==> src/rtl/prodsum_batch_seq.sv <==
// Batch/product read sequencer: walks the LUT contiguously for num_bats x num_prods
// products, then drains the per-batch results and reports completion.
module prodsum_batch_seq #(
   parameter int ADR_W     = 10,
   parameter int CNT_W     = 10,
   parameter int DRAIN_CYC = 64
) (
   input  logic             s_clk,
   input  logic             reset_in,
   input  logic             start,
   input  logic             abort,
   input  logic             stall,
   input  logic [CNT_W-1:0] num_bats,
   input  logic [CNT_W-1:0] num_prods,
   input  logic             res_valid,
   output logic [ADR_W-1:0] data_lut_adr,
   output logic             datavalid_out,
   output logic             clear_ena,
   output logic             trunc_ena,
   output logic             busy,
   output logic             done,
   output logic             timeout,
   output logic             overrun,
   output logic [CNT_W-1:0] res_count
);

   localparam int DC_W = $clog2(DRAIN_CYC) + 1;

   typedef enum logic [1:0] {IDLE, ISSUE, DRAIN, FIN} state_t;

   state_t           state, state_nxt;
   logic [CNT_W-1:0] nb, np, b, p, res_nxt;
   logic [DC_W-1:0]  dcnt;
   logic             accept, issue, last_p, last_b;
   logic             res_en, res_ovf, drain_ok, drain_exp;

   always_comb begin
      accept    = (state == IDLE) && start && !abort;
      issue     = (state == ISSUE) && !stall;
      last_p    = (p == np - CNT_W'(1));
      last_b    = (b == nb - CNT_W'(1));
      res_en    = res_valid && (state != IDLE);
      res_ovf   = res_en && (res_count == nb);
      res_nxt   = (res_en && !res_ovf) ? res_count + CNT_W'(1) : res_count;
      // a result landing this cycle counts toward the drain exit
      drain_ok  = (res_nxt == nb);
      drain_exp = (dcnt == DC_W'(DRAIN_CYC - 1));
      state_nxt = state;
      unique case (state)
         IDLE:  if (accept)
                   state_nxt = (num_bats == '0 || num_prods == '0) ? FIN : ISSUE;
         ISSUE: if (issue && last_p && last_b) state_nxt = DRAIN;
         DRAIN: if (drain_ok || drain_exp) state_nxt = FIN;
         FIN:   state_nxt = IDLE;
         default: state_nxt = IDLE;
      endcase
      if (abort) state_nxt = IDLE;
   end

   always_ff @(posedge s_clk) begin
      if (!reset_in) begin
         state         <= IDLE;
         nb            <= '0;
         np            <= '0;
         b             <= '0;
         p             <= '0;
         dcnt          <= '0;
         data_lut_adr  <= '0;
         datavalid_out <= 1'b0;
         clear_ena     <= 1'b0;
         trunc_ena     <= 1'b0;
         timeout       <= 1'b0;
         overrun       <= 1'b0;
         res_count     <= '0;
      end else begin
         state         <= state_nxt;
         datavalid_out <= issue && !abort;
         clear_ena     <= issue && !abort && (p == '0);
         trunc_ena     <= issue && !abort && last_p;
         dcnt          <= (state == DRAIN) ? dcnt + DC_W'(1) : '0;
         if (accept) begin
            nb           <= num_bats;
            np           <= num_prods;
            b            <= '0;
            p            <= '0;
            data_lut_adr <= '0;
            res_count    <= '0;
            timeout      <= 1'b0;
            overrun      <= 1'b0;
         end else begin
            res_count <= res_nxt;
            if (res_ovf) overrun <= 1'b1;
            if (state == DRAIN && !drain_ok && drain_exp && !abort) timeout <= 1'b1;
            if (issue) begin
               data_lut_adr <= data_lut_adr + ADR_W'(1);
               if (last_p) begin
                  p <= '0;
                  b <= b + CNT_W'(1);
               end else begin
                  p <= p + CNT_W'(1);
               end
            end
         end
      end
   end

   assign busy = (state != IDLE);
   assign done = (state == FIN) && !abort;

endmodule

==> config.mk <==
export PLATFORM = sky130hd
export DESIGN_NAME = prodsum_batch_seq
export DESIGN_NICKNAME = d
export VERILOG_FILES = /design/src/rtl/prodsum_batch_seq.sv
export SDC_FILE = /design/constraint.sdc
export NUM_CORES = 1
export LEC_CHECK = 0
export BUFFER_PORTS_ARGS = -buffer_cell sky130_fd_sc_hd__buf_4
export CAP_MARGIN = 20
export CORE_ASPECT_RATIO = 0.7
export CORE_MARGIN = 2
export CORE_UTILIZATION = 35
export CTS_CLUSTER_DIAMETER = 80
export DETAILED_ROUTE_END_ITERATION = 10
export MAX_ROUTING_LAYER = met4
export SLEW_MARGIN = 20
export SYNTH_ARGS = -nofsm -noshare
export SYNTH_HDL_FRONTEND = slang
export SYNTH_SLANG_ARGS = --single-unit
==> constraint.sdc <==
create_clock -name s_clk -period 7.2 [get_ports s_clk]
set_input_delay 1.08 -clock s_clk [delete_from_list [all_inputs] [get_ports s_clk]]
set_output_delay 1.08 -clock s_clk [all_outputs]
set_load 0.05 [all_outputs]
# Word-level counts from Yosys, hierarchy flattened

Index checks and enable logic that the tools add are counted.

Latch bits: 0
Memories kept: 0
Word-level logic and storage cells: 70
Bits in registers: 74
Input port bits: 26
Output and inout bits: 27
Memory bits (read-only): 0
Memory bits (writable): 0

Reduce and logical (&&, ||, !) cells: 31
Multipliers: 0
Equality and inequality tests: 11
Bitwise logic cells: 1
Shift-type cells: 0
Add/sub/neg operators: 7
Muxes and demuxes: 7
Order comparisons: 0
Divide/modulo/power cells: 0

Operator list:

| cell                  | number |
|---|---|
| $add 10x1->10 const B | 4 |
| $eq 10x10->1          | 4 |
| $logic_not 10->1      | 3 |
| $mux 10               | 2 |
| $sub 10x1->10 const B | 2 |
| $logic_and 1x1->1     | 15 |
| $mux 2                | 4 |
| $pmux 2 s4            | 1 |
| $add 7x1->7 const B   | 1 |
| $eq 7x6->1 const B    | 1 |
| $eq 2x2->1 const B    | 2 |
| $logic_not 1->1       | 4 |
| $ne 2x2->1 const B    | 2 |
| $reduce_and 2->1      | 2 |
| $reduce_or 2->1       | 2 |
| $reduce_and 3->1      | 1 |
| $eq 2x1->1 const B    | 1 |
| $logic_not 2->1       | 1 |
| $logic_or 1x1->1      | 2 |
| $ne 2x1->1 const B    | 1 |
| $reduce_bool 2->1     | 1 |
| $not 1->1             | 1 |

# Depth between registers and ports, before layout

Depth in word-level cells: 11
Gate-level depth with buffers: 11
Gate-level depth less buffers: 10

# Least setup slack after synthesis

Ideal clock, no wire load.

Path type: input port to output port
Start point: input abort
End point: output done
Buffers on the path: 0
Cell stages on the path: 1
Slack: 4.351 ns
Arrival: 1.769 ns
Required time: 6.120 ns
Cell sequence: nor2b_1

Longest elaborated chain between the ends: 2

Ends and longest elaborated chain:

| element           | RTL line | text |
|---|---|---|
| start, declared   | 11       | `input logic abort,` |
| $logic_not 1->1   | 108      | `assign done = (state == FIN) && !abort;` |
| $logic_and 1x1->1 | 108      |  |
| end, declared     | 21       | `output logic done,` |

No other way between the ends.

# Worst setup path after layout

Start point: input abort
End point: register state[1]

Longest elaborated chain between the ends: 4
Elaborated cells between the ends (all ways): 5
Classes of those cells: eq/ne: 1; reduce/logical: 4

Ends and longest elaborated chain:

| element                    | RTL line | text |
|---|---|---|
| $logic_not 1->1            | 38       | `accept = (state == IDLE) && start && !abort;` |
| $logic_and 1x1->1          | 38       |  |
| $ne 2x2->1 (no line)       | -        |  |
| $reduce_and 3->1 (no line) | -        |  |
| end signal, assigned       | 76       | `state <= state_nxt;` |
| end, declared              | 31       | `state_t state, state_nxt;` |

Several ways; a longest one is shown, not always the timed one.
A chain may end at the register's enable or synchronous reset.

==> flow_summary.yaml <==
route:
  routed_wl_microns: 10400
  drc: 0
  final_antenna_net_count: 0
  detail_route.first_pass.iterations: 6
  vias_per_cell: 5.24
  vias: 3686
  drt_iter0_drc: 209
  wl_per_cell_microns: 14.8
clocking:
  holdBufCountCts: 0
  cts_buffers: 9
  cts.htree.levels: 3
  cts_buffer_depth: 2
  cts_tree: "yes"
  clk_latency_ns: 0.33
  clk_pin_slew_ns: 0.06
  cts-root-buf: "clkbuf_16"
  numClockSinks: 74
  cts_resized: 0
  postCtsSetupBuffers: 0
final_layout:
  drive_gt1_share_pct: 15.5
  final_cell_mix: "nand2_1, dfxtp_1, buf_4"
  final_common_cell: "nand2_1"
  layout-area-overhead-vs-synth_pct: 19.6
  fin_nets: 580
  antennaDiodeCount: 0
synth:
  yosysWarnings: 0
  synth_seq_cells: 74
  syn-cell-area_sq_um: 4170
  netlist-cell-type-count: 58
  async_flop_share_pct: 0
  seq_area_frac_synth_pct: 35.5
  synth.avg_cell_area_sq_um: 8.31
  synth-edff-count: 0
  ys.flop_type: "dfxtp_1"
  synth_fp_nets: 540
  syn-instance-count: 502
sta:
  finalSetupViolCount: 0
  setup_ws_ns: 4.11
  fin_setup_tns_ns: 0
  finalHoldViolations: 0
  fin_crit_sh_pct: 42.9
  finalMaxSlewViolations: 0
  maxSlewHeadroom_pct: 41.9
  tightest_slew_ns: 0.870
  timing.fmax_mhz: 323
  rsz0062_at_grt: "false"
  clock_skew_ns: 0.00861
  min_period_ns: 3.09
  whs_ns: 0.450
global_routing:
  overflow: 0
  grt_max_degree: 26
  grtUsageTotal_pct: 17.3
  grt_first_pass_wirelength_microns: 16600
  first_global_vias: 3340
  grt_antenna_before_repair: 0
place:
  dp_worst_setup_slack_ns: 3.79
  gp_congestion: 0.975
  dp_hpwl_microns: 7740
  io_buffers: 52
floorplanning:
  core-area_sq_um: 11700
  start_util_pct: 35.7
  die_x_microns: 135
  ios: 53
  fp.dieH_microns: 95.4
  row_count: 33
  die-area_sq_um: 12800
critical_path:
  cp_cell_sequence: "buf_4, nand3b_1, a211oi_1, nand3_1, a2111oi_0, a21oi_1, a31o_1, mux2i_1"
  crit_type: "in -> reg"
  cpLargestDelayFamily: "compound AO/OA/AOI/OAI gates"
  cp.arrival_ns: 3.31
  worst-path-buf-inv: 1
  cp_slowest_stage_delay_ns: 0.67
  slowest_stage: "nand3b_1"
  worstSetupEndpointType: "flip-flop"
  crit_fanout: 23
  worstSetupStartpointType: "input pin"
  cp.required_ns: 7.42
power:
  irDropWorstVdd_uv: 115
  power.density_nw_per_um2: 204
  p_leak_nw: 2.00
flow_run:
  drv_cap: 0
outcome:
  status: "complete, no violations"
min_path:
  hold_path_class: "reg -> reg"
## routing by layer
metal  track usage (%)  up-vias  wire, microns
met3              4.63       19            613
li1                  -     1828              -
met1              22.7     1728           5030
met4              5.09        0            133
met5                 -        -              0
met2              26.1      111           4630
## through the flow
stage	utilization [%]	instance area, sq um	total power [mW]	instances
2_1_floorplan	-	4170	0.511	502
3_3_place_gp	39.9	4660	0.541	688
3_5_place_dp	39.9	4660	0.544	688
6_report	42.7	4990	1.02	704
5_1_grt	42.7	4990	1.06	704
4_1_cts	42.6	4980	1.03	704
## synth_stat cells, types with 13 or more instances
master / number / area [sq um]
a21boi_0: 20 / 150
a21oi_1: 14 / 70.1
and3_1: 15 / 93.8
clkbuf_1: 19 / 71.3
dfxtp_1: 74 / 1480
nand2_1: 78 / 293
nand3_1: 20 / 100
nand4_1: 14 / 87.6
nor2_1: 51 / 191
nor3_1: 13 / 65.1
xnor2_1: 26 / 228
xor2_1: 46 / 403
## final timing paths
path,start,end,slack (ns),cells after the start
max,abort,state[1],4.11,8
min,dcnt[0],dcnt[0],0.45,1
max reg2reg,state[0],state[1],4.21,9
min reg2reg,dcnt[0],dcnt[0],0.45,1
## registers in the layout (all words and copies together), names as in the netlist
| register | count |
|---|---|
| datavalid_out | 1 |
| nb | 10 |
| clear_ena | 1 |
| trunc_ena | 1 |
| b | 10 |
| data_lut_adr | 10 |
| overrun | 1 |
| p | 10 |
| res_count | 10 |
| state | 2 |
| np | 10 |
| dcnt | 7 |
| timeout | 1 |
## worst register-to-register path, delay by kind of cell (launching register included)
kind / cells / cell delay (ns)
AOI/OAI and AO/OA: 4 / 1.21
adders and majority gates: 1 / 0.35
buffers and inverters: 1 / 0.11
DFF: 1 / 0.33
muxes: 1 / 0.12
and+or+nand+nor: 2 / 0.76
## area by class of cell
type	instances	area (sq um)
well taps	157	196
clock inverters	5	77.6
fillers	1175	6700
flip-flops and latches	74	1480
repair buffers	53	398
multi-input cells	393	2550
clock buffers	11	243
inverters	11	41.3
## report_power, final
part	switching [mW]	leakage (nW)	internal [mW]
clock network	0.169	0.156	0.312
registers	0.0131	0.598	0.416
logic	0.0581	1.24	0.0491
## cell families after synthesis
logic type	Yosys count	synth area share, %
xor gates and xnor gates	72	15.1
DFF	74	35.5
buffers and inverters	35	3.60
AOI/OAI and AO/OA	72	13.2
muxes	3	0.720
adders and majority gates	12	3.60
and+or+nand+nor	234	28.3
Power figures use the tool's default switching activity.
